**src/rtl/mips_cpu_bus_arbiter.sv**
```systemverilog
// Round-robin arbiter between instruction fetch and load/store for one Avalon-style bus.
// Holds bus fields stable through stalls, pulses done for one cycle, aborts long stalls.
module mips_cpu_bus_arbiter #(
  parameter int unsigned TIMEOUT = 255
) (
  input  logic        clk,
  input  logic        reset_n,
  input  logic        i_req,
  input  logic [31:0] i_address,
  output logic        i_done,
  output logic [31:0] i_rdata,
  output logic        i_err,
  input  logic        d_req,
  input  logic        d_write,
  input  logic [31:0] d_address,
  input  logic [31:0] d_writedata,
  input  logic [3:0]  d_byteenable,
  output logic        d_done,
  output logic [31:0] d_rdata,
  output logic        d_err,
  output logic [31:0] address,
  output logic        read,
  output logic        write,
  output logic [31:0] writedata,
  output logic [3:0]  byteenable,
  input  logic        waitrequest,
  input  logic [31:0] readdata
);

  typedef enum logic [1:0] {IDLE, BUS, RESP} state_t;

  localparam logic [7:0] WAIT_LAST = 8'(TIMEOUT - 1);

  state_t      state, state_next;
  logic        grant_d;
  logic        last_d;
  logic [7:0]  wait_cnt;
  logic [31:0] rdata_q;
  logic        err_q;

  logic        pick_d;
  logic        grant_go;
  logic        bypass;
  logic        bus_ok;
  logic        bus_abort;

  // On a tie the requester that was not granted last wins.
  always_comb begin
    state_next = state;
    pick_d     = d_req && (!i_req || !last_d);
    grant_go   = 1'b0;
    bypass     = 1'b0;
    bus_ok     = 1'b0;
    bus_abort  = 1'b0;
    case (state)
      IDLE: begin
        if (i_req || d_req) begin
          grant_go   = 1'b1;
          bypass     = pick_d && (d_byteenable == 4'b0000);
          state_next = bypass ? RESP : BUS;
        end
      end
      BUS: begin
        if (!waitrequest) begin
          bus_ok     = 1'b1;
          state_next = RESP;
        end else if (wait_cnt == WAIT_LAST) begin
          bus_abort  = 1'b1;
          state_next = RESP;
        end
      end
      RESP:    state_next = IDLE;
      default: state_next = IDLE;
    endcase
  end

  always_ff @(posedge clk or negedge reset_n) begin
    if (!reset_n) state <= IDLE;
    else          state <= state_next;
  end

  // Bus fields are captured once at grant and only the strobes change afterwards.
  always_ff @(posedge clk or negedge reset_n) begin
    if (!reset_n) begin
      address    <= '0;
      read       <= 1'b0;
      write      <= 1'b0;
      writedata  <= '0;
      byteenable <= '0;
      grant_d    <= 1'b0;
      last_d     <= 1'b0;
      wait_cnt   <= '0;
      rdata_q    <= '0;
      err_q      <= 1'b0;
    end else begin
      if (grant_go) begin
        grant_d  <= pick_d;
        wait_cnt <= '0;
        if (pick_d) begin
          address    <= d_address;
          writedata  <= d_writedata;
          byteenable <= d_byteenable;
          read       <= !d_write && !bypass;
          write      <= d_write && !bypass;
        end else begin
          address    <= i_address;
          writedata  <= '0;
          byteenable <= 4'hF;
          read       <= 1'b1;
          write      <= 1'b0;
        end
        if (bypass) begin
          rdata_q <= '0;
          err_q   <= 1'b0;
        end
      end
      if (bus_ok) begin
        rdata_q <= read ? readdata : 32'h0;
        err_q   <= 1'b0;
        read    <= 1'b0;
        write   <= 1'b0;
      end else if (bus_abort) begin
        rdata_q <= '0;
        err_q   <= 1'b1;
        read    <= 1'b0;
        write   <= 1'b0;
      end else if (state == BUS) begin
        wait_cnt <= wait_cnt + 8'd1;
      end
      if (state == RESP) last_d <= grant_d;
    end
  end

  assign i_done  = (state == RESP) && !grant_d;
  assign d_done  = (state == RESP) && grant_d;
  assign i_rdata = i_done ? rdata_q : 32'h0;
  assign d_rdata = d_done ? rdata_q : 32'h0;
  assign i_err   = i_done && err_q;
  assign d_err   = d_done && err_q;

endmodule

```
**config.mk**
```make
export PLATFORM = sky130hd
export DESIGN_NAME = mips_cpu_bus_arbiter
export DESIGN_NICKNAME = d
export VERILOG_FILES = /design/src/rtl/mips_cpu_bus_arbiter.sv
export SDC_FILE = /design/constraint.sdc
export NUM_CORES = 1
export LEC_CHECK = 0
export CORE_UTILIZATION = 39
export CTS_CLUSTER_DIAMETER = 120
export DETAILED_ROUTE_END_ITERATION = 16
export PLACE_DENSITY = 0.84
export SLEW_MARGIN = 5
export SYNTH_ARGS = -nofsm -noshare
export SYNTH_HDL_FRONTEND = slang
export SYNTH_SLANG_ARGS = --single-unit
```
**constraint.sdc**
```tcl
create_clock -name clk -period 1.8 [get_ports clk]
set_clock_uncertainty 0.05 [all_clocks]
set_input_delay 0.27 -clock clk [delete_from_list [all_inputs] [get_ports clk]]
set_output_delay 0.27 -clock clk [all_outputs]
set_load 0.02 [all_outputs]
```
==> run metrics <==
outcome=finished, violations left; failing checks=negative setup slack; Post-synth EDFFs=0; ANT nets after route=0; Setup violations, final=69; pin count of the biggest net entering global routing=93; clock sinks=115; Top FF cell, synth=dfrtp_1; drt drc=0; Tmin final=2.06 ns; Diodes inserted=0; Gate power share=0.439; Yosys reg bits=115; startpoint types=flip-flop; Sw Share=0.365; clock buffer depth=2; Fmax=486 MHz; Post-Syn Area=5100 um2; routability cong.=0.798; slowest cell on the critical path=dfrtp_1; Reg clk slew, reported paths=0.06 ns; unrepaired setup endpoints after global routing=yes; Fill cells=836; die span in y=116 um; largest fanout on the critical path=7; # nets final=886; peak supply drop=0.855 mV; Final HPWL DP=10600 um; Syn Nets=582; initial antenna violation count=0; 1st-pass router iterations=4; Pint=8.64 mW; Flop pwr share=0.331; switching pwr=4.96 mW; crit path capture type=primary output; CTS H-tree lvls=4; CTS root buf=clkbuf_16; Max-Cap Viols=0; ys async rst share=1.00; worst reg2reg path endpoint=rdata_q[0]; DR WL/cell=17.4 um; Detailed Route WL=16200 um; total CTS buffers=17; Via Count=4706; CTS tree=built; fin worst setup slack=-0.258 ns; count of different cell masters after synthesis=39; arrival time worst endpoint=1.74 ns; post-synth top area cell=dfrtp_1; final hold slack=0.368 ns; vias in the first global route=4648; fraction of layout cells with a size suffix above 1=0.256; period utilisation layout=1.14; utilization after layout=0.727; Worst Max-Slew Pin Slew=0.529 ns; Mapped Cells=442; Leakage=4.14 nW; synth warn=0; register area share after synthesis=0.564; core area=12700 um2; Die Area=13500 um2; I/O Pins=276; worst skew pair latency=0.40 ns; worst rel slew slack=0.646; Post-synth top cells=115 x dfrtp_1, 66 x and2_1, 63 x a22o_1, 41 x nand2_1, 37 x o21ai_0; Critical R2R Launch=wait_cnt[0]; Worst Setup EP=i_rdata[16]; slowest stage delay, CP=0.40 ns; register area=2880 um2; Worst Hold Class=primary input to asynchronous set/reset pin; most common cell in the synthesized netlist=dfrtp_1; Reg2Reg Setup Slack=-0.01 ns; Vias/cell=5.05; Initial Utilization=0.403; worst reg2reg path depth=8; first-pass GRT wire length=24100 um; crit-path cells=nand2b_4 -> nor2_4 -> buf_6 -> buf_12 -> buf_12 -> and2_1 -> buf_6; share of the synthesized area in the top cell type=0.564; port bufs=275; Worst Setup SP=state[0]; Final Hold Viols=0; Die W=116 um; GRT overflow=0; Pwr Density=1480 nW/um2; largest cells by area after synthesis=dfrtp_1 56%, a22o_1 11%, and2_1 8.1%, mux2i_1 6.3%, o21ai_0 3.6%; num rows=41; Post-Place Setup Slack=-0.239 ns; P&R area growth vs syn=80.5%; area occupied by multi-input gates=2230 um2; worst setup path category=flip-flop to primary output; clock network fraction of total power=0.231; Starting DRT DRC Count=173; total track usage=0.237; Req. time, crit path=1.48 ns; syn_area_per_cell=11.5 um2; Pins Over Slew Limit=0
## final cells by class
type,count,share of cell area
timing repair buffer,316,0.360
clock inverter,15,0.0145
sequential,115,0.313
inverter,3,0.00122
tap,172,0.0234
multi-input combinational,293,0.242
clock buffer,17,0.0462
## cells in the final DEF, fill, tap and decap left out, types with 6 or more instances in the layout
cell	instances
clkdlybuf4s50_1	206
dfrtp_1	115
buf_6	67
a22o_1	63
nand2_1	41
o21ai_0	37
and2_1	37
mux2i_1	32
and2_4	29
buf_4	27
clkbuf_16	18
buf_12	13
nand3_1	6
clkinvlp_4	6
## cell families after synthesis
| logic type | Yosys count | synth area share |
|---|---|---|
| mux | 33 | 0.0650 |
| compound gates | 125 | 0.188 |
| fa+ha+maj | 2 | 0.00490 |
| buf+inv | 35 | 0.0361 |
| simple gates | 132 | 0.142 |
| flops | 115 | 0.564 |
## power groups by stage
stage	Sequential (mW)	Combinational (mW)	Clock [mW]
finish	4.50	5.97	3.14
global route	4.62	6.35	3.33
CTS	4.45	5.89	3.20
detailed placement	4.41	5.52	0
global placement	4.39	5.34	0
floorplan	5.14	2.07	0
## repair_timing
action                                 in CTS  in global routing
setup endpoints to repair                 103                106
hold buffers                                1                  0
setup buffers                               8                  5
pin swaps                                   7                  5
cloned                                      3                  1
endpoints found under the hold margin     115                  0
gates resized for setup                   419                 37
## registers in the layout, indices dropped and copies added (netlist names), 2 cells and up
name and cells:
state 2, writedata 32, byteenable 4, address 32, rdata_q 32, wait_cnt 8
## layer usage
layer  global-route usage  part of all wire
met5                    0                 0
met4                0.103             0.029
met3               0.0628             0.068
met2                0.413              0.52
met1                0.274              0.39
## critical path, delay by kind of cell (launching register included)
kind                   cells  cell delay [ns]
buffers and inverters      4             0.47
flip-flops                 1             0.40
AND/OR/NAND/NOR            3             0.45
## worst min-delay path by stage
stage | endpoint | slack, ns | cells past startpoint
6_report | address[30] | 0.37 | 3
4_1_cts | address[30] | 0.36 | 3
5_1_grt | address[30] | 0.39 | 3
2_1_floorplan | address[0] | -0.08 | 0
3_3_place_gp | address[27] | 0.23 | 2
3_5_place_dp | address[28] | 0.24 | 2
## metrics by stage
stage | cells | setup TNS [ns] | area (um2) | power (mW)
after floorplan | 442 | 0 | 5100 | 7.20
after global placement | 884 | -15.13 | 8220 | 9.73
after detailed placement | 884 | -20.38 | 8220 | 9.93
after CTS | 928 | -7.88 | 9100 | 13.5
after global routing | 931 | -13.32 | 9210 | 14.3
final | 931 | -9.71 | 9210 | 13.6
Power figures use the tool's default switching activity.
